## src/rtl/operand_fetch_if.sv

```systemverilog
// rtl/operand_fetch_if.sv - decode/write-back/ALU bundle for the operand fetch stage
interface operand_fetch_if #(
  parameter int DATA_W = 16,
  parameter int ADDR_W = 3
);
  logic              IN_VALID;
  logic              IN_READY;
  logic [ADDR_W-1:0] RS_ADDR;
  logic [ADDR_W-1:0] RT_ADDR;
  logic              WB_EN;
  logic [ADDR_W-1:0] WB_ADDR;
  logic [DATA_W-1:0] WB_DATA;
  logic              FLUSH;
  logic              OUT_VALID;
  logic              OUT_READY;
  logic [DATA_W-1:0] RS;
  logic [DATA_W-1:0] RT;

  // Decode / write-back / ALU side of the stage
  modport master (
    output IN_VALID, RS_ADDR, RT_ADDR, WB_EN, WB_ADDR, WB_DATA, FLUSH, OUT_READY,
    input  IN_READY, OUT_VALID, RS, RT
  );

  // The operand fetch stage itself
  modport slave (
    input  IN_VALID, RS_ADDR, RT_ADDR, WB_EN, WB_ADDR, WB_DATA, FLUSH, OUT_READY,
    output IN_READY, OUT_VALID, RS, RT
  );
endinterface

```

## src/rtl/operand_fetch.sv

```systemverilog
// rtl/operand_fetch.sv - register file read stage with write-back bypass and held-operand refresh
module operand_fetch #(
  parameter int DATA_W = 16,
  parameter int ADDR_W = 3
) (
  input logic            CLK,
  input logic            RST,
  operand_fetch_if.slave bus
);
  localparam int NREG = 1 << ADDR_W;

  typedef enum logic {
    ST_EMPTY = 1'b0,
    ST_FULL  = 1'b1
  } state_t;

  state_t            state;
  state_t            state_nxt;
  logic [DATA_W-1:0] regs [NREG];
  logic [DATA_W-1:0] rs_q;
  logic [DATA_W-1:0] rt_q;
  logic [ADDR_W-1:0] cap_rs;
  logic [ADDR_W-1:0] cap_rt;
  logic [DATA_W-1:0] rs_rd;
  logic [DATA_W-1:0] rt_rd;
  logic              in_ready;
  logic              accept;
  logic              consume;
  logic              wb_write;

  // R0 is never written, so the strobe is qualified here once for all users
  assign wb_write = bus.WB_EN && (bus.WB_ADDR != '0);

  // Register file: reset clears every entry, a write-back coinciding with reset is lost
  always_ff @(posedge CLK) begin
    if (RST) begin
      for (int i = 0; i < NREG; i++) begin
        regs[i] <= '0;
      end
    end else if (wb_write) begin
      regs[bus.WB_ADDR] <= bus.WB_DATA;
    end
  end

  // Read ports: R0 reads zero, a same-cycle write-back wins over the stored value
  always_comb begin
    rs_rd = regs[bus.RS_ADDR];
    rt_rd = regs[bus.RT_ADDR];
    if (bus.RS_ADDR == '0) begin
      rs_rd = '0;
    end else if (wb_write && (bus.WB_ADDR == bus.RS_ADDR)) begin
      rs_rd = bus.WB_DATA;
    end
    if (bus.RT_ADDR == '0) begin
      rt_rd = '0;
    end else if (wb_write && (bus.WB_ADDR == bus.RT_ADDR)) begin
      rt_rd = bus.WB_DATA;
    end
  end

  // Output slot occupancy register
  always_ff @(posedge CLK) begin
    if (RST) begin
      state <= ST_EMPTY;
    end else begin
      state <= state_nxt;
    end
  end

  // Handshake and next occupancy: flush beats accept, accept beats consume
  always_comb begin
    state_nxt = state;
    in_ready  = (state == ST_EMPTY) || bus.OUT_READY;
    accept    = bus.IN_VALID && in_ready;
    consume   = (state == ST_FULL) && bus.OUT_READY;
    if (bus.FLUSH) begin
      state_nxt = ST_EMPTY;
    end else if (accept) begin
      state_nxt = ST_FULL;
    end else if (consume) begin
      state_nxt = ST_EMPTY;
    end
  end

  // Operand register: load on accept, otherwise track write-backs to the captured sources while held
  always_ff @(posedge CLK) begin
    if (RST) begin
      rs_q   <= '0;
      rt_q   <= '0;
      cap_rs <= '0;
      cap_rt <= '0;
    end else if (!bus.FLUSH) begin
      if (accept) begin
        rs_q   <= rs_rd;
        rt_q   <= rt_rd;
        cap_rs <= bus.RS_ADDR;
        cap_rt <= bus.RT_ADDR;
      end else if ((state == ST_FULL) && !consume) begin
        if (wb_write && (bus.WB_ADDR == cap_rs)) begin
          rs_q <= bus.WB_DATA;
        end
        if (wb_write && (bus.WB_ADDR == cap_rt)) begin
          rt_q <= bus.WB_DATA;
        end
      end
    end
  end

  assign bus.IN_READY  = in_ready;
  assign bus.OUT_VALID = (state == ST_FULL);
  assign bus.RS        = rs_q;
  assign bus.RT        = rt_q;
endmodule

```

## src/flat_wrapper.sv

```systemverilog
// flat-port wrapper written by rule: the top's interface ports become plain ports
module operand_fetch_flat 
#(
  parameter int DATA_W = 16,
  parameter int ADDR_W = 3
)
  (CLK, RST, bus_IN_VALID, bus_RS_ADDR, bus_RT_ADDR, bus_WB_EN, bus_WB_ADDR, bus_WB_DATA, bus_FLUSH, bus_OUT_READY, bus_IN_READY, bus_OUT_VALID, bus_RS, bus_RT);
  operand_fetch_if #(.DATA_W(DATA_W), .ADDR_W(ADDR_W)) bus_i ();
  input logic CLK;
  input logic RST;
  input wire logic [$bits(bus_i.IN_VALID)-1:0] bus_IN_VALID;
  input wire logic [$bits(bus_i.RS_ADDR)-1:0] bus_RS_ADDR;
  input wire logic [$bits(bus_i.RT_ADDR)-1:0] bus_RT_ADDR;
  input wire logic [$bits(bus_i.WB_EN)-1:0] bus_WB_EN;
  input wire logic [$bits(bus_i.WB_ADDR)-1:0] bus_WB_ADDR;
  input wire logic [$bits(bus_i.WB_DATA)-1:0] bus_WB_DATA;
  input wire logic [$bits(bus_i.FLUSH)-1:0] bus_FLUSH;
  input wire logic [$bits(bus_i.OUT_READY)-1:0] bus_OUT_READY;
  output wire logic [$bits(bus_i.IN_READY)-1:0] bus_IN_READY;
  output wire logic [$bits(bus_i.OUT_VALID)-1:0] bus_OUT_VALID;
  output wire logic [$bits(bus_i.RS)-1:0] bus_RS;
  output wire logic [$bits(bus_i.RT)-1:0] bus_RT;
  assign bus_i.IN_VALID = bus_IN_VALID;
  assign bus_i.RS_ADDR = bus_RS_ADDR;
  assign bus_i.RT_ADDR = bus_RT_ADDR;
  assign bus_i.WB_EN = bus_WB_EN;
  assign bus_i.WB_ADDR = bus_WB_ADDR;
  assign bus_i.WB_DATA = bus_WB_DATA;
  assign bus_i.FLUSH = bus_FLUSH;
  assign bus_i.OUT_READY = bus_OUT_READY;
  assign bus_IN_READY = bus_i.IN_READY;
  assign bus_OUT_VALID = bus_i.OUT_VALID;
  assign bus_RS = bus_i.RS;
  assign bus_RT = bus_i.RT;
  operand_fetch #(.DATA_W(DATA_W), .ADDR_W(ADDR_W)) u_core (.CLK(CLK), .RST(RST), .bus(bus_i));
endmodule
```

## config.mk

```make
export PLATFORM = sky130hd
export DESIGN_NAME = operand_fetch_flat
export DESIGN_NICKNAME = d
export VERILOG_FILES = /design/src/rtl/operand_fetch_if.sv /design/src/rtl/operand_fetch.sv /design/src/flat_wrapper.sv
export SDC_FILE = /design/constraint.sdc
export NUM_CORES = 1
export LEC_CHECK = 0
export BUFFER_PORTS_ARGS = -buffer_cell sky130_fd_sc_hd__clkbuf_2
export CAP_MARGIN = 20
export CORE_MARGIN = 1
export CORE_UTILIZATION = 61
export CTS_BUF_LIST = sky130_fd_sc_hd__clkbuf_4 sky130_fd_sc_hd__clkbuf_8 sky130_fd_sc_hd__clkbuf_16
export CTS_CLUSTER_DIAMETER = 120
export DETAILED_ROUTE_END_ITERATION = 10
export PLACE_DENSITY = 0.83
export SLEW_MARGIN = 40
export SYNTH_ARGS = -nofsm -noshare
export SYNTH_HDL_FRONTEND = slang
export SYNTH_SLANG_ARGS = --single-unit
```

## constraint.sdc

```tcl
create_clock -name CLK -period 2.5 [get_ports CLK]
set_input_delay 0 -clock CLK [delete_from_list [all_inputs] [get_ports CLK]]
set_output_delay 0 -clock CLK [all_outputs]
set_load 0.05 [all_outputs]
```

# == Yosys cells after proc, flatten, opt, wreduce, memory -nomap -nowiden ==
# Memories as Yosys holds them, arrays and structs flattened.
# Index checks and enable logic that the tools add are counted.
# totals
ff_bits,39
ram_bits,128
inputBits,31
output_inout_bits,34
wordCells,54
memories,1
# classes
eq_ne,4
n_mux,20
bitwise,2
reduce_logical,22
# mem_list
name,words,width,rd,rd_clocked_by_memory_dff,write_ports,line_no,rtl
u_core.regs,8,16,2,0,8,operand_fetch.sv:19,logic [DATA_W-1:0] regs [NREG];
# op_table
operator,n
$mux 16,11
$reduce_or 16->1,1
$eq 3x3->1,4
$logic_and 1x1->1,8
$mux 1,8
$reduce_bool 2->1,4
$logic_not 3->1,2
$reduce_and 3->1,2
$mux 3,1
$reduce_bool 3->1,1
$not 1->1,2
$reduce_and 2->1,1
$reduce_or 2->1,1
$logic_not 1->1,1
$logic_or 1x1->1,1

# == Depth between registers and ports, before layout ==
# Gate-level depths: netlist of the first run.
# logic_depth
depth_word,7
mapped_depth,8
mapped_depth_nobuf,6

# == Least setup slack after synthesis of the first run ==
# Ideal clock, no wire load.
# synth_timing
path_type,flip-flop to flip-flop
from,register u_core.state (netlist: u_core.bus.OUT_VALID)
to,register u_core.rs_q[10] (netlist: u_core.bus.RS[10])
setup_time_ps,81
t_arrival_ps,2178
required_time_ps,2419
path_slack_ps,241
path_stages_with_launch,9
path_buffers,2
synth_period_minus_slack_ps,2259
path_cell_list,dfxtp_1 nor2b_1 buf_2 inv_2 nand2_1 a211o_1 buf_2 o221a_2 a211oi_2
# synth_between
elab_chain_len,5
word_cells_on_any_way,10
cone_classes,mux (1); bitwise (1); reduce/logical (8)
# synth_lines
item,line_no,rtl
"start, declared",operand_fetch.sv:17,state_t state;
"start signal, assigned",operand_fetch.sv:66,state <= state_nxt;
$not 1->1 *,operand_fetch.sv:73,in_ready = (state == ST_EMPTY) || bus.OUT_READY;
$logic_or 1x1->1 *,operand_fetch.sv:73,
via bus_IN_READY,flat_wrapper.sv:19,output wire logic [$bits(bus_i.IN_READY)-1:0] bus_IN_READY;
$logic_and 1x1->1 *,operand_fetch.sv:74,accept = bus.IN_VALID && in_ready;
$reduce_bool 2->1 (no source line),-,
$reduce_and 3->1 (no source line),-,
"end signal, assigned",operand_fetch.sv:94,rs_q <= rs_rd;
"end signal, assigned",operand_fetch.sv:100,rs_q <= bus.WB_DATA;
"end, declared",operand_fetch.sv:20,logic [DATA_W-1:0] rs_q;
# Mark *: on every way through the listed nets, which the timed path passes. The rest lies on a longest branch.
# A chain may end at the register's enable or synchronous reset.

# == Worst setup path after layout of the first run ==
# layout_timing
from,register u_core.cap_rs[1]
to,register u_core.rs_q[10] (netlist: u_core.bus.RS[10])
# layout_between
elab_chain_len,4
# layout_lines
item,line_no,rtl
"start, declared",operand_fetch.sv:22,logic [ADDR_W-1:0] cap_rs;
"start signal, assigned",operand_fetch.sv:96,cap_rs <= bus.RS_ADDR;
$eq 3x3->1,operand_fetch.sv:99,if (wb_write && (bus.WB_ADDR == cap_rs)) begin
$logic_and 1x1->1,operand_fetch.sv:99,
$reduce_bool 2->1 (no source line),-,
$reduce_and 3->1 (no source line),-,
# Every way passes these cells.

==> results of run 1 <==
## state kept, by name (all words and copies together) (netlist names)
name                  flops
u_core.regs             128
u_core.bus.RS            16
u_core.bus.RT            16
u_core.cap_rs             3
u_core.cap_rt             3
u_core.bus.OUT_VALID      1
## how the worst min path moves through the flow
stage / from / endpoint / slack [ps] / cells past startpoint
final: bus_WB_DATA[5] / u_core.regs[6][5] / 30 / 2
after global routing: bus_WB_DATA[4] / u_core.regs[6][4] / 40 / 2
after CTS: bus_WB_DATA[5] / u_core.regs[4][5] / 10 / 2
after detailed placement: bus_FLUSH / u_core.bus.OUT_VALID / 300 / 2
after global placement: bus_FLUSH / u_core.bus.OUT_VALID / 280 / 2
after floorplan: bus_RS_ADDR[2] / u_core.cap_rs[2] / 150 / 2
## logic make-up (layout without fill, tap and decap cells)
group           Yosys count  after routing  synth area share (%)
compound gates          141            141                  14.1
xor+xnor                  8              8                 0.758
buf+inv                 112            169                  5.25
flops                   167            167                  50.0
mux                     102            102                  19.7
other cells               1             16                0.0406
simple gates            155            155                  10.1
## worst register-to-register path: cells and delay by family (launching register included)
kind | cells | cell delay [ps]
flip-flops | 1 | 350
AO/OA/AOI/OAI | 3 | 1170
AND/OR/NAND/NOR | 2 | 550
## metal layers
layer	up-vias	routed length [µm]	GRT usage, %
li1	2781	-	-
met4	0	649	13.8
met3	75	2750	8.90
met5	-	0	0
met2	418	11400	50.6
met1	3248	8440	39.7
## stage by stage
step | cell area [µm²] | hold slack [ps] | power, mW
floorplan | 9300 | 147 | 4.05
global placement | 9740 | 283 | 4.29
detailed placement | 9740 | 298 | 4.34
CTS | 10400 | 9.66 | 6.89
global route | 10400 | 38.6 | 7.07
finish | 10400 | 27.9 | 6.90
## cell usage in the layout (no fill, tap or decap), drive strengths merged
cell         Yosys  final
a2111oi          2      2
a211o            4      4
a211oi          67     67
a31oi           32     32
and2           112    112
buf             25     30
bufinv           0      2
clkbuf          51     81
clkinv           0      7
clkinvlp         0      2
conb             1     16
dfxtp           39     39
dlygate4sd3      0      7
edfxtp         128    128
inv             36     40
mux2i           38     38
mux4            64     64
nand2            6      6
nand2b           2      2
nand3            4      4
nand3b           1      1
nor2            16     16
nor2b            1      1
nor3             3      3
o2111a           2      2
o21bai           2      2
o221a           32     32
or2              7      7
or3b             3      3
xnor2            8      8
## final cells by class
class                   count  area [µm²]  area share (%)
well taps                 184         230            2.22
flip-flops and latches    167        4620            44.5
clock inverters            15         151            1.46
multi-input cells         422        4200            40.4
clock buffers              17         425            4.09
inverters                  36         135            1.30
repair buffers            101         628            6.04
## cells in the mapped netlist (2+ instances only)
cell       number  area, µm²
edfxtp_1      128       3840
inv_1          33        124
a211oi_2       22        275
or2_2           7       43.8
nand3_1         4       20.0
mux4_2         64       1440
a2111oi_4       2       55.1
buf_6           5       56.3
dfxtp_1        39        781
or3b_1          2       17.5
a211o_1         4       35.0
nand2_1         6       22.5
inv_2           3       11.3
mux2i_1        38        380
clkbuf_1       51        191
buf_2          19       95.1
a31oi_1        32        200
nor2_2          2       12.5
nand2b_1        2       12.5
o2111a_1        2       22.5
o221a_1         2       22.5
xnor2_1         8       70.1
o221a_2        30        338
nor2_1         13       48.8
o21bai_1        2       15.0
and2_1        112        701
nor3_1          3       15.0
a211oi_1       45        338
## power groups by stage
stage	Clock (mW)	Combinational, mW	Sequential, mW
after floorplan	0	0.643	3.41
final	2.58	1.05	3.27
after global routing	2.68	1.10	3.28
after global placement	0	0.994	3.29
after detailed placement	0	1.02	3.32
after CTS	2.59	1.04	3.26
## timing repair
item                      4_1_cts  5_1_grt
buffers inserted                0        0
hold buffers                    7        0
hold endpoints to repair        7        0
==> metrics.md, run 1 <==
| Metric | Value |
|---|---|
| DR pass1 iterations | `11` |
| GPL Wtd Cong | `0.856` |
| Switching Power | `1.84 mW` |
| Gate power share | `15.2%` |
| Post-Route WL | `23200 µm` |
| Worst path cell trace | `or3b_1, a211o_1, a211oi_2, nor2_4, a211oi_2` |
| Clock power share | `37.4%` |
| Slew Limit Fails | `0` |
| R2R setup slack | `350 ps` |
| Crit path buf inv count | `0` |
| CTS resizes | `0` |
| Final worst-path cycle share | `86.1%` |
| Worst Setup Start Kind | `flip-flop` |
| Top Ports | `65` |
| Initial antenna violation count | `1` |
| Max Cap Viol | `0` |
| Mapped Cells | `686` |
| Post-synth EDFFs | `128` |
| Tmin final | `2150 ps` |
| VDD IR max | `0.000569 V` |
| Total Routing Usage GR | `31.3%` |
| DIE AREA | `15600 µm²` |
| Crit path DAT | `2500 ps` |
| HPWL after DPL | `15400 µm` |
| Pwr/cell area | `664 nW/µm²` |
| Switch share | `26.7%` |
| First-pass GRT wire length | `36600 µm` |
| Synth Area per Inst | `13.5 µm²` |
| FILL cells | `963` |
| Violated checks | `DRC` |
| Core footprint | `14600 µm²` |
| Die H | `125 µm` |
| Cell mode on critical path | `a211oi_2` |
| Number of port buffers | `64` |
| Top delay family on crit path | `compound AO/OA/AOI/OAI gates` |
| F_max | `464 MHz` |
| Hold Path Class | `primary input to flip-flop` |
| Chip Width | `125 µm` |
| Start point of the critical path | `u_core.cap_rs[1]` |
| Distinct cells, synth | `34` |
| RSZ-0062 raised after global routing | `no` |
| Initial Util | `63.1%` |
| Avg Vias per Cell | `6.92` |
| Reg2Reg Launch Point | `u_core.cap_rs[1]` |
| Clk Latency, worst-skew pair | `430 ps` |
| Inst Count DP | `903` |
| Async S/R FF share, synth | `0%` |
| CTS Buf Count | `17` |
| CP endpoint kind | `flip-flop` |
| Vias in the first global route | `6557` |
| CTS HTree Levels | `4` |
| Setup TNS | `0 ps` |
| Pleak | `3.74 nW` |
| Largest fanout on the critical path | `17` |
| Clk sinks | `167` |
| Layout Cells excl Fill | `942` |
| TritonCTS clock tree | `done` |
| Global route overflow | `0` |
| Clock Tree Buf Depth | `2` |
| CP required | `2840 ps` |
| Setup slack at placement | `350 ps` |
| Layout Utilization | `71.0%` |
| Critical path's slowest cell | `a211o_1` |
| Ys Warns | `0` |
| CP endpoint | `u_core.bus.RS[10]` |
| Post-synthesis sequential area ratio | `50.0%` |
| Slew @ Worst Pin | `775 ps` |
| Post-synth top flop | `edfxtp_1` |
| Internal power contribution | `5.06 mW` |
| Routed vias | `6522` |
| FP Rows | `44` |
| Final setup viols | `0` |
| Post-DR wirelength/cell | `24.7 µm` |
| Crit. path cell count | `5` |
| Clock slew at reported path FFs | `60 ps` |
| Relative slew slack | `48.4%` |
| Run status | `complete, but fails checks` |
| # nets final | `776` |
| Area Growth Syn to Fin | `12.4%` |
| Reg2reg path depth | `5` |
| Clock root buffer | `clkbuf_16` |
| DRC Markers | `10` |
| Crit path kind | `flip-flop to flip-flop` |
| Worst clock skew | `6.91 ps` |
| CP peak stage delay | `530 ps` |
| Syn Std Cell Area | `9240 µm²` |
| Worst setup margin | `346 ps` |
| 1st-iter DRT viols | `851` |
| Diodes inserted | `0` |
| Seq cells post-synth | `167` |
| Largest net degree at the start of global routing | `54` |
| Share of layout cells above drive strength 1 | `33.8%` |
| Final hold vios | `0` |
| Seq pwr share | `47.4%` |
| Post-route ant nets | `0` |
| Capture point of the worst reg-to-reg path | `u_core.bus.RS[10]` |
No activity file was read; power rests on OpenSTA's default activity.
==> run 2, diff against run 1 <==
--- a/config.mk
+++ b/config.mk
@@ -8,11 +8,11 @@
 export BUFFER_PORTS_ARGS = -buffer_cell sky130_fd_sc_hd__clkbuf_2
 export CAP_MARGIN = 20
 export CORE_MARGIN = 1
-export CORE_UTILIZATION = 61
-export CTS_BUF_LIST = sky130_fd_sc_hd__clkbuf_4 sky130_fd_sc_hd__clkbuf_8 sky130_fd_sc_hd__clkbuf_16
+export CORE_UTILIZATION = 62
+export CTS_BUF_LIST = sky130_fd_sc_hd__clkbuf_4
 export CTS_CLUSTER_DIAMETER = 120
 export DETAILED_ROUTE_END_ITERATION = 10
-export PLACE_DENSITY = 0.83
+export PLACE_DENSITY = 0.85
 export SLEW_MARGIN = 40
 export SYNTH_ARGS = -nofsm -noshare
 export SYNTH_HDL_FRONTEND = slang
==> run 2 against run 1 <==
The run now ends clean; clock skew up 11 ps; largest power group unchanged; clock power decreased by 50%; clock-buffer cell count increased by 3; design area is 2.0% lower; sequential power about the same; highest routed layer unchanged; total power fell by 18%; via count decreased by 2.2%; first-iteration DRC count fell by 0.94%; core utilization fell by 0.92 points; critical path depth is the same.
==> metrics.md, run 2 (synthesis gave the netlist of run 1 again) <==
| Metric | Value |
|---|---|
| VDD IR max | `0.000302 V (-47%)` |
| Reg2reg path depth | `5 (unchanged)` |
| Reg2Reg Launch Point | `u_core.cap_rt[1]` |
| Clock Tree Buf Depth | `2 (unchanged)` |
| CP required | `2990 ps (+150 ps)` |
| Avg Vias per Cell | `6.69 (-3.3%)` |
| Clk sinks | `167 (unchanged)` |
| Total Routing Usage GR | `30.8% (-0.56 points)` |
| Slew @ Worst Pin | `798 ps (+23.4 ps)` |
| Relative slew slack | `46.8% (-1.6 points)` |
| Slew Limit Fails | `0 (unchanged)` |
| Final setup viols | `0 (unchanged)` |
| Post-Route WL | `22800 µm (-1.9%)` |
| FP Rows | `44 (unchanged)` |
| Worst clock skew | `17.8 ps (+10.9 ps)` |
| Largest fanout on the critical path | `17 (unchanged)` |
| Core footprint | `14500 µm² (-0.75%)` |
| Largest net degree at the start of global routing | `47 (-13%)` |
| Largest register FFs | `128 (unchanged)` |
| CTS resizes | `0 (unchanged)` |
| GPL Wtd Cong | `0.856 (about the same)` |
| Clock slew at reported path FFs | `120 ps (+60 ps)` |
| TritonCTS clock tree | `done` |
| FILL cells | `931 (-3.3%)` |
| Hold Path Class | `primary input to flip-flop` |
| 1st-iter DRT viols | `843 (-0.94%)` |
| DRC Markers | `0 (-10)` |
| Final hold vios | `0 (unchanged)` |
| Most common cell after layout, fill and taps aside | `edfxtp_1` |
| Share of layout cells above drive strength 1 | `32.3% (-1.5 points)` |
| Tmin final | `2180 ps (+28.0 ps)` |
| Clock root buffer | `clkbuf_4` |
| Post-CTS Setup Bufs | `0 (unchanged)` |
| Top Usage Layer GRT | `met2` |
| Pwr/cell area | `553 nW/µm² (-17%)` |
| R2R setup slack | `320 ps (-30 ps)` |
| Top Ports | `65 (unchanged)` |
| Critical path's slowest cell | `a211o_1` |
| Initial antenna violation count | `1 (unchanged)` |
| DIE AREA | `15400 µm² (-1.6%)` |
| First-pass GRT wire length | `34100 µm (-6.9%)` |
| Post-DR wirelength/cell | `23.9 µm (-3.0%)` |
| Worst path cell trace | `or3b_1, a211o_1, a211oi_2, nor2_4, a211oi_1` |
| Worst setup margin | `318 ps (-28.0 ps)` |
| Met3 Use GR | `6.09% (-2.8 points)` |
| GRT met1 Usage | `38.4% (-1.3 points)` |
| # nets final | `787 (+1.4%)` |
| Setup TNS | `0 ps (unchanged)` |
| Capture point of the worst reg-to-reg path | `u_core.bus.RT[4]` |
| CP endpoint | `u_core.bus.RT[4]` |
| CTS HTree Levels | `4 (unchanged)` |
| Die H | `124 µm (-0.80%)` |
| HPWL after DPL | `15400 µm (-0.33%)` |
| # hold bufs at CTS | `23 (+16)` |
| DR pass1 iterations | `6 (-5)` |
| Setup slack at placement | `337 ps (-12.8 ps)` |
| Most frequent cells in the layout | `edfxtp_1 (128), and2_1 (112), mux4_2 (64), clkbuf_2 (64), a211oi_1 (45)` |
| Global route overflow | `0 (unchanged)` |
| Area Growth Syn to Fin | `10.1%` |
| Start point of the critical path | `u_core.cap_rt[1]` |
| Number of port buffers | `64 (unchanged)` |
| Post-route ant nets | `0 (unchanged)` |
| Top reg by flops | `u_core.regs` |
| Routed vias | `6378 (-2.2%)` |
| Crit path kind | `flip-flop to flip-flop` |
| Max Cap Viol | `0 (unchanged)` |
| Met2 usage | `51.8% (+1.2 points)` |
| Chip Width | `124 µm (-0.80%)` |
| CP peak stage delay | `530 ps (about the same)` |
| Crit path DAT | `2670 ps (+170 ps)` |
| Final worst-path cycle share | `87.3% (+1.1 points)` |
| Run status | `finished clean` |
| CP endpoint kind | `flip-flop` |
| Pleak | `3.63 nW (-3.1%)` |
| F_max | `458 MHz (-1.3%)` |
| Initial Util | `63.6% (+0.48 points)` |
| Clk Latency, worst-skew pair | `590 ps (+160 ps)` |
| RSZ-0062 raised after global routing | `no` |
| Vias in the first global route | `6421 (-2.1%)` |
| CTS Buf Count | `17 (unchanged)` |
| Worst Setup Start Kind | `flip-flop` |
-- run 2: cell count changes in the layout (fill, tap and decap cells not counted), sizes merged, moves of 2 or more --
cell,before,now
clkinvlp,2,4
dlygate4sd3,7,23
bufinv,2,0
inv,40,37
clkbuf,81,84
buf,30,25
-- run 2: how the worst min path moves through the flow --
stage | from | endpoint | slack, ps | depth (start not counted)
2_1_floorplan | bus_RS_ADDR[2] | u_core.cap_rs[2] | 150 | 2
3_3_place_gp | bus_RT_ADDR[0] | u_core.cap_rt[0] | 280 | 3
3_5_place_dp | bus_RT_ADDR[0] | u_core.cap_rt[0] | 290 | 3
4_1_cts | bus_IN_VALID | u_core.cap_rt[0] | 40 | 5
5_1_grt | bus_IN_VALID | u_core.cap_rt[0] | 100 | 5
6_report | bus_IN_VALID | u_core.cap_rt[0] | 100 | 5
-- run 2: metrics by stage --
step                      total power [mW]  utilization [%]  instance area (µm²)  hold slack, ps  instances
final                                 5.62             70.0                10200             103        953
after global routing                  5.80             70.0                10200             104        953
after CTS                             5.60             70.0                10200            37.0        952
after detailed placement              4.33             66.9                 9730             287        898
after global placement                4.28             66.9                 9730             283        898
after floorplan                       4.05                -                 9300             147        701
-- run 2: where the power goes --
group / total [mW] / internal, mW / switching [mW] / leakage [nW]
combinational: 1.06 / 0.427 / 0.633 / 1.97
sequential: 3.26 / 3.17 / 0.0957 / 1.55
clock: 1.30 / 0.401 / 0.902 / 0.109
total: 5.62 / 3.99 / 1.63 / 3.63
-- run 2: critical path, delay by kind of cell (launching register included) --
| family | cells | cell delay, ps |
|---|---|---|
| compound gates | 3 | 1190 |
| simple gates | 2 | 550 |
| flops | 1 | 360 |
-- run 2: per-layer routing --
metal  wire (µm)  vias to the layer above  part of all wire (%)
li1            -                     2788                     -
met1        8540                     3114                    37
met2       11400                      413                    50
met3        2190                       63                   9.6
met4         677                        0                   3.0
met5           0                        -                     0
-- run 2: final cells by class --
class	count	area, µm²	share of cell area, %
antenna	1	2.50	0.0246
clock buffer	20	150	1.47
clock inverter	11	60.1	0.590
tap	184	230	2.26
sequential	167	4620	45.4
multi-input combinational	422	4200	41.3
inverter	36	135	1.33
timing repair buffer	112	776	7.62
==> run 3, diff against run 2 <==
--- a/config.mk
+++ b/config.mk
@@ -5,6 +5,7 @@
 export SDC_FILE = /design/constraint.sdc
 export NUM_CORES = 1
 export LEC_CHECK = 0
+export ABC_AREA = 1
 export BUFFER_PORTS_ARGS = -buffer_cell sky130_fd_sc_hd__clkbuf_2
 export CAP_MARGIN = 20
 export CORE_MARGIN = 1
@@ -12,7 +13,7 @@
 export CTS_BUF_LIST = sky130_fd_sc_hd__clkbuf_4
 export CTS_CLUSTER_DIAMETER = 120
 export DETAILED_ROUTE_END_ITERATION = 10
-export PLACE_DENSITY = 0.85
+export PLACE_DENSITY = 0.84
 export SLEW_MARGIN = 40
 export SYNTH_ARGS = -nofsm -noshare
 export SYNTH_HDL_FRONTEND = slang
==> run 3 against run 2 <==
The flow now finishes with violations (DRC); non-clock buffer count increased by 12; largest power group unchanged; clock skew increased by 6.4 ps; sequential cell count unchanged; die area increased by 2.4%; sequential power about the same; critical path type unchanged; wire length increased by 25%.
==> metrics.md, run 3 <==
| Metric | Value |
|---|---|
| Placed inst area | `9930 µm² (+2.1%)` |
| Syn Std Cell Area | `9470 µm² (+2.5%)` |
| Reg2reg path depth | `9 (+4)` |
| Ys Warns | `0 (unchanged)` |
| CTS HTree Levels | `4 (unchanged)` |
| Capture point of the worst reg-to-reg path | `u_core.bus.RS[3]` |
| CP endpoint | `u_core.bus.RS[3]` |
| Post-synthesis sequential area ratio | `48.8% (-1.2 points)` |
| Crit path kind | `flip-flop to flip-flop` |
| Seq cells post-synth | `167 (unchanged)` |
| Final hold vios | `0 (unchanged)` |
| Post-CTS Setup Bufs | `0 (unchanged)` |
| Most common cell after layout, fill and taps aside | `nand2_1` |
| Post-Route WL | `28400 µm (+25%)` |
| DRC Markers | `3 (+3)` |
| Start point of the critical path | `u_core.bus.OUT_VALID` |
| Post-route ant nets | `0 (unchanged)` |
| CTS Buf Count | `17 (unchanged)` |
| Total power | `6.21 mW (+10%)` |
| HPWL after DPL | `18800 µm (+22%)` |
| Largest area contributor in the netlist | `edfxtp_1` |
| Pleak | `4.71 nW (+30%)` |
| Violated checks | `DRC` |
| Most frequent cells in the layout | `nand2_1 (411), nand3_1 (237), nor2_1 (211)` |
| Post-synth EDFFs | `128 (unchanged)` |
| Mapped Cells | `1273 (+86%)` |
| Min-delay src | `bus_WB_EN` |
| Tmin final | `2180 ps (-0.612 ps)` |
| R2R setup slack | `320 ps (about the same)` |
| Top reg by flops | `u_core.regs` |
| First-pass GRT wire length | `44800 µm (+31%)` |
| GPL Wtd Cong | `0.979 (+14%)` |
| Slew Limit Fails | `0 (unchanged)` |
| Inst Count DP | `1489 (+66%)` |
| Initial antenna violation count | `1 (unchanged)` |
| CP endpoint kind | `flip-flop` |
| Distinct cells, synth | `30 (-12%)` |
| FP Rows | `44 (unchanged)` |
| Clk Latency, worst-skew pair | `590 ps (about the same)` |
| RSZ-0062 raised after global routing | `no` |
| Largest register FFs | `128 (unchanged)` |
| Largest net degree at the start of global routing | `65 (+38%)` |
| Global route overflow | `0 (unchanged)` |
| Vias in the first global route | `8596 (+34%)` |
| Die H | `126 µm (+1.2%)` |
| Largest cells by area after synthesis | `edfxtp_1 (41%), nand2_1 (16%), nand3_1 (13%)` |
| Largest fanout on the critical path | `10 (-7)` |
| Top Ports | `65 (unchanged)` |
| DIE AREA | `15800 µm² (+2.4%)` |
| Post-DR wirelength/cell | `18.3 µm (-23%)` |
| Avg Vias per Cell | `5.96 (-11%)` |
| VDD IR max | `0.000355 V (+18%)` |
| Clock Tree Buf Depth | `2 (unchanged)` |
| Post-synth top cells | `nand2_1 (411), nand3_1 (237), nor2_1 (211)` |
| 1st-iter DRT viols | `1492 (+77%)` |
| Max Cap Viol | `0 (unchanged)` |
| Area Growth Syn to Fin | `10.9%` |
| F_max | `459 MHz (about the same)` |
| Synth top area share | `40.6% (-1.0 points)` |
| DR pass1 iterations | `11 (+5)` |
| CP required | `3010 ps (+20 ps)` |
| Pwr/cell area | `591 nW/µm² (+7.0%)` |
| Post-synth top flop | `edfxtp_1` |
| Layout Cells excl Fill | `1552 (+63%)` |
| Crit path DAT | `2690 ps (+20 ps)` |
| Total Routing Usage GR | `37.5% (+6.7 points)` |
| Clock root buffer | `clkbuf_4` |
| Worst clock skew | `24.2 ps (+6.42 ps)` |
| Final setup viols | `0 (unchanged)` |
| Async S/R FF share, synth | `0% (unchanged)` |
| Routed vias | `9247 (+45%)` |
| Count leader, synth | `nand2_1` |
| # nets final | `1384 (+76%)` |
| Reg2Reg Launch Point | `u_core.bus.OUT_VALID` |
| Core footprint | `14700 µm² (+1.1%)` |
| Hold Path Class | `primary input to flip-flop` |
| Worst Setup Start Kind | `flip-flop` |
| Number of port buffers | `64 (unchanged)` |
| Clk sinks | `167 (unchanged)` |
| Hold path depth | `8 (+3)` |
| Relative slew slack | `48.3% (+1.5 points)` |
| Chip Width | `126 µm (+1.2%)` |
| Synth Area per Inst | `7.44 µm² (-45%)` |
| Share of layout cells above drive strength 1 | `12.8% (-19 points)` |
| TritonCTS clock tree | `done` |
| Final worst-path cycle share | `87.2% (about the same)` |
| Clock slew at reported path FFs | `150 ps (+30 ps)` |
| FILL cells | `1134 (+22%)` |
| Post-route cell area | `10500 µm² (+3.2%)` |
| Initial Util | `64.4% (+0.85 points)` |
| Setup TNS | `0 ps (unchanged)` |
| Slew @ Worst Pin | `776 ps (-22.1 ps)` |
| Run status | `complete, but fails checks` |
==> run 3: cell count changes in the layout (fill, tap and decap cells not counted), sizes merged, moves of 32 or more <==
cell,change
nand2,+425
o221a,-32
a21oi,+33
nand3,+238
nor2,+202
mux2i,-38
and2,-112
mux4,-64
a211oi,-67
==> run 3: cell type report <==
| class | instances | area [µm²] | area share (%) |
|---|---|---|---|
| Antenna cell | 2 | 5.00 | 0.0476 |
| Clock buffer | 21 | 158 | 1.50 |
| Clock inverter | 11 | 130 | 1.24 |
| Inverter | 83 | 317 | 3.01 |
| Multi-Input combinational cell | 960 | 4180 | 39.7 |
| Sequential cell | 167 | 4620 | 44.0 |
| Tap cell | 184 | 230 | 2.19 |
| Timing Repair Buffer | 124 | 868 | 8.26 |
==> run 3: how the worst min path moves through the flow <==
stage | slack [ps] | to
final | 30 | u_core.bus.RT[13]
after detailed placement | 390 | u_core.bus.RS[8]
after CTS | 9 | u_core.bus.RT[11]
after global placement | 380 | u_core.bus.RS[9]
after floorplan | 70 | u_core.bus.OUT_VALID
after global routing | 70 | u_core.cap_rs[0]
==> run 3: repair_timing <==
item | CTS | global route
hold buffers | 29 | 1
endpoints found under the setup margin | 0 | 1
resized for setup | 0 | 0
hold endpoints to repair | 144 | 5
==> run 3: report_power, final <==
| part | switching [mW] | internal, mW | leakage (nW) |
|---|---|---|---|
| logic | 0.892 | 0.369 | 2.99 |
| clock network | 0.943 | 0.726 | 0.171 |
| registers | 0.110 | 3.17 | 1.55 |
| total | 1.95 | 4.27 | 4.71 |
==> run 3: through the flow <==
stage          setup WS, ps  utilization, %  hold slack [ps]
2_1_floorplan           513               -             72.4
3_3_place_gp            567            67.5              379
3_5_place_dp            495            67.5              389
4_1_cts                21.4            71.5             9.39
5_1_grt                 136            71.5             69.5
6_report                319            71.5             33.9
==> run 3: routing by layer <==
metal	wire length (µm)	global-route usage [%]	vias to the layer above
met2	13600	60.6	650
met3	2830	5.99	138
met5	0	0	-
li1	-	-	4263
met1	10300	47.0	4196
met4	1700	24.5	0
==> run 3: worst max-delay path, cell delays in order (launching register included) <==
cell	delay, ps
dfxtp_1	360
inv_1	80
nor2_4	170
inv_2	90
a21oi_4	320
buf_4	260
nand3_1	100
dlygate4sd3_1	580
nor2_1	110
nor2_1	40
==> run 3: kinds of logic after synthesis <==
family                    Yosys count  synth area share (%)
AOI/OAI and AO/OA                  40                  2.52
xor gates and xnor gates            5                 0.462
buffers and inverters             161                  7.67
DFF                               167                  48.8
other                               1                0.0396
and+or+nand+nor                   899                  40.5
